===== src/rtl/modn_counter.sv =====
// Modulo-N up/down/load counter with step size, a one-cycle wrap pulse,
// a sticky illegal-operation flag and a saturating wrap event counter.
module modn_counter #(
  parameter int WIDTH   = 4,
  parameter int MODULUS = 12
) (
  input  logic             clk,
  input  logic             reset,
  input  logic             en,
  input  logic [1:0]       mode,
  input  logic [WIDTH-1:0] data_in,
  input  logic [WIDTH-1:0] step,
  input  logic             clr_err,
  output logic [WIDTH-1:0] data_out,
  output logic             tc,
  output logic             wrap,
  output logic             err,
  output logic [7:0]       wrap_cnt
);

  typedef enum logic [1:0] {
    MODE_HOLD = 2'b00,
    MODE_UP   = 2'b01,
    MODE_DOWN = 2'b10,
    MODE_LOAD = 2'b11
  } mode_e;

  localparam logic [WIDTH:0] MOD_X  = (WIDTH+1)'(MODULUS);
  localparam logic [WIDTH:0] LAST_X = (WIDTH+1)'(MODULUS - 1);

  logic [WIDTH-1:0] count_q, count_d;
  logic             wrap_q, wrap_d;
  logic             err_q, err_d;
  logic [7:0]       wrapCnt_q, wrapCnt_d;

  logic [WIDTH:0]   countX, stepX, dataX, sumX, nextX;
  logic             errSet;
  mode_e            modeOp;

  // One guard bit keeps sums and the borrow-corrected difference exact.
  assign countX = {1'b0, count_q};
  assign stepX  = {1'b0, step};
  assign dataX  = {1'b0, data_in};
  assign sumX   = countX + stepX;
  assign modeOp = mode_e'(mode);

  always_comb begin
    nextX  = countX;
    wrap_d = 1'b0;
    errSet = 1'b0;
    if (en) begin
      case (modeOp)
        MODE_UP: begin
          if (stepX >= MOD_X) begin
            errSet = 1'b1;
          end else if (sumX >= MOD_X) begin
            nextX  = sumX - MOD_X;
            wrap_d = 1'b1;
          end else begin
            nextX = sumX;
          end
        end
        MODE_DOWN: begin
          if (stepX >= MOD_X) begin
            errSet = 1'b1;
          end else if (countX >= stepX) begin
            nextX = countX - stepX;
          end else begin
            nextX  = countX + MOD_X - stepX;
            wrap_d = 1'b1;
          end
        end
        MODE_LOAD: begin
          if (dataX < MOD_X) begin
            nextX = dataX;
          end else begin
            errSet = 1'b1;
          end
        end
        default: begin
          nextX = countX;
        end
      endcase
    end
    count_d   = nextX[WIDTH-1:0];
    // A new error on the same edge as clr_err must win.
    err_d     = errSet | (err_q & ~clr_err);
    wrapCnt_d = (wrap_d && (wrapCnt_q != 8'hFF)) ? wrapCnt_q + 8'd1 : wrapCnt_q;
  end

  always_ff @(posedge clk) begin
    if (!reset) begin
      count_q   <= '0;
      wrap_q    <= 1'b0;
      err_q     <= 1'b0;
      wrapCnt_q <= 8'd0;
    end else begin
      count_q   <= count_d;
      wrap_q    <= wrap_d;
      err_q     <= err_d;
      wrapCnt_q <= wrapCnt_d;
    end
  end

  assign data_out = count_q;
  assign wrap     = wrap_q;
  assign err      = err_q;
  assign wrap_cnt = wrapCnt_q;
  assign tc       = en && (((modeOp == MODE_UP) && (countX == LAST_X)) ||
                           ((modeOp == MODE_DOWN) && (count_q == '0)));

endmodule


===== config.mk =====
export PLATFORM = sky130hd
export DESIGN_NAME = modn_counter
export DESIGN_NICKNAME = d
export VERILOG_FILES = /design/src/rtl/modn_counter.sv
export SDC_FILE = /design/constraint.sdc
export NUM_CORES = 1
export LEC_CHECK = 0
export CAP_MARGIN = 10
export CORE_UTILIZATION = 43
export CTS_CLUSTER_SIZE = 25
export DETAILED_ROUTE_END_ITERATION = 6
export PLACE_DENSITY = 0.66
export SLEW_MARGIN = 20
export SYNTH_ARGS = -nofsm -noshare
export SYNTH_HDL_FRONTEND = slang
export SYNTH_SLANG_ARGS = --single-unit

===== constraint.sdc =====
create_clock -name clk -period 3.8 [get_ports clk]
set_clock_uncertainty 0.05 [all_clocks]
set_input_delay 0.57 -clock clk [delete_from_list [all_inputs] [get_ports clk]]
set_output_delay 0.57 -clock clk [all_outputs]
set_load 0.05 [all_outputs]

==> flow_summary.ini <==
[critical_path]
crit_arrival_ps = 3700
r2r_setup_slack_ps = 650
start_kind = primary input
cp_max_fo = 4
worstPathRequired_ps = 3920
endpoint_kind = flop
r2r_cells = 13
critical_path_class = primary input to flop

[floorplanning]
die_area_um2 = 3256
initial_core_util_pct = 46.48
die_w_um = 57.07
die-height_um = 57.07
boundaryPins = 29
core_region_area_um2 = 2805
rows = 19

[clocking]
ctsRootBufferMaster = clkbuf_4
cts_hold_buf = 0
cts_buffers = 3
cts_tree = built
insertion_delay_ps = 280
clock-sinks = 14
clock_path_buffers = 2
clkTransAtPathRegs_ps = 90
htree_levels = 1
cts_setup_buffers = 0

[drt]
via_per_inst = 5.384
wl_per_cell_um = 14.15
drt-total-wl_um = 3057
postRouteAntennaNets = 0
dr.pass1.iters = 6
drc = 2
drt_iter0_drc = 52
vias = 1163

[grt]
grt_pass1_wl_um = 5133
overflow = 0
grt_pass1_vias = 1189
antenna_found_initial = 0
grt_max_degree = 13
grt_usage_pct = 20.03

[worst_hold_path]
hp-class = flop to flop
hold_path_depth = 2

[run]
drv_cap = 0

[power]
powerDensity_nw_per_um2 = 290.1
ir_worst_vdd_v = 0.0001324
finalPower_uw = 484.5
leakagePower_uw = 0.0006969

[logic_synthesis]
yosys_register_bits = 14
synth_edf_count = 0
synth_cell_types = 46
yosysWarningCount = 0
syn_inst = 154
yosysSeqAreaShare_pct = 21.50
syn_area_um2 = 1304
synthesis.nets = 188
async_reset_ff_share_pct = 0
syn_area_per_cell_um2 = 8.466
synth_ff_type = dfxtp_1

[placed_design]
port-buffer-count = 28
hpwl_um = 2549
post-place-ws_ps = -42.20
gp_congestion = 0.9546

[final_layout]
drive_gt1_share_pct = 12.97
n_antenna_cell = 0
mostFrequentLayoutCell = clkdlybuf4s50_1
mostFrequentLayoutCells = 27 x clkdlybuf4s50_1, 17 x inv_1, 17 x ha_1, 15 x nand2_1, 14 x dfxtp_1
syn_to_final_growth_pct = 28.12
nFillCells = 255
nNetsFinal = 220

[timing]
max-slew-margin-rel_pct = 66.72
worst_pin_slew_ps = 497.7
finalSetupViolCount = 0
fin_crit_sh_pct = 94.18
slew_violations = 0
period_needed_ps = 3579
finalWorstSetupSlack_ps = 221.3
fmax_mhz = 279.4
hold_viol = 0

[run_status]
run_status = finished with violations
violations = DRC
## report_power, final
part           leakage [uW]  switching [uW]  internal [uW]  total (uW)
clock network     0.0000210            47.6           58.3         106
registers          0.000114            9.42            152         162
logic              0.000562             124           92.6         217
## sequential cells by signal (all words and copies together) (netlist names)
| signal | cells |
|---|---|
| err | 1 |
| data_out | 4 |
| wrap | 1 |
| wrap_cnt | 8 |
## per-stage QoR
stage	hold WS [ps]	instance area, um^2	setup TNS, ps	std cells	utilization [%]
final	429.5	1670	0	216	59.55
after detailed placement	422.5	1620	-106.9	212	57.76
after floorplan	633.5	1304	0	154	-
after CTS	434.6	1657	0	216	59.05
after global routing	487.4	1670	-19.24	216	59.55
after global placement	406.8	1620	0	212	57.76
## layer usage
| layer | vias up | GRT usage (%) | part of all wire (%) |
|---|---|---|---|
| li1 | 590 | - | - |
| met1 | 545 | 24.75 | 45 |
| met2 | 22 | 36.47 | 51 |
| met3 | 6 | 1.134 | 2.3 |
| met4 | 0 | 7.666 | 1.7 |
| met5 | - | 0 | 0 |
## path summary, 6_finish.rpt
path / startpoint / endpoint
hold / removal: wrap_cnt[5] / wrap_cnt[5]
hold reg to reg: wrap_cnt[5] / wrap_cnt[5]
setup / recovery: step[1] / wrap_cnt[4]
setup reg to reg: data_out[1] / wrap_cnt[4]
## critical path, cell delays in order
cell             delay, ps
clkdlybuf4s50_1        540
inv_1                  100
ha_1                   350
inv_2                   50
a21oi_1                250
o21bai_1               140
xor2_2                 220
inv_1                   70
ha_1                   190
a31oi_1                240
o21ai_2                120
o31ai_4                350
a211oi_2               160
and3_1                 220
mux2i_1                110
## layout make-up
class	count	area, um^2	area share [%]
Clock buffer	4	36.28	2.172
Inverter	19	71.32	4.270
Tap cell	31	38.79	2.322
Timing Repair Buffer	32	307.8	18.43
Sequential cell	14	280.3	16.78
Multi-Input combinational cell	116	935.9	56.03
## kinds of logic (layout without fill, tap and decap cells)
group	Yosys count	in the layout	synth area share, %
AO/OA/AOI/OAI	38	38	21.50
XOR/XNOR	8	8	5.374
adder cells (fa/ha/maj)	20	20	20.92
buffers and inverters	24	55	7.774
flip-flops	14	14	21.50
multiplexers	6	6	4.607
AND/OR/NAND/NOR	44	44	18.33
## repair_timing
item,CTS,global route
resized for setup,0,3
hold endpoints to repair,0,0
endpoints found under the setup margin,0,2
## Yosys cell counts (2+ instances only)
| library cell | count | share of area (%) |
|---|---|---|
| mux2i_1 | 6 | 4.6 |
| a21oi_1 | 12 | 4.6 |
| ha_1 | 17 | 16 |
| inv_2 | 2 | 0.58 |
| o21bai_1 | 2 | 1.2 |
| nor2_1 | 10 | 2.9 |
| o21ai_0 | 3 | 1.2 |
| inv_1 | 17 | 4.9 |
| nand4_1 | 2 | 0.96 |
| and3_1 | 4 | 1.9 |
| fa_1 | 3 | 4.6 |
| xnor2_1 | 7 | 4.7 |
| a21oi_2 | 2 | 1.3 |
| dfxtp_1 | 14 | 21 |
| nand2_1 | 15 | 4.3 |
| a211oi_1 | 2 | 1.2 |
| a31oi_1 | 3 | 1.4 |
| clkbuf_1 | 3 | 0.86 |
| nand2b_1 | 3 | 1.4 |
Power figures use the tool's default switching activity.
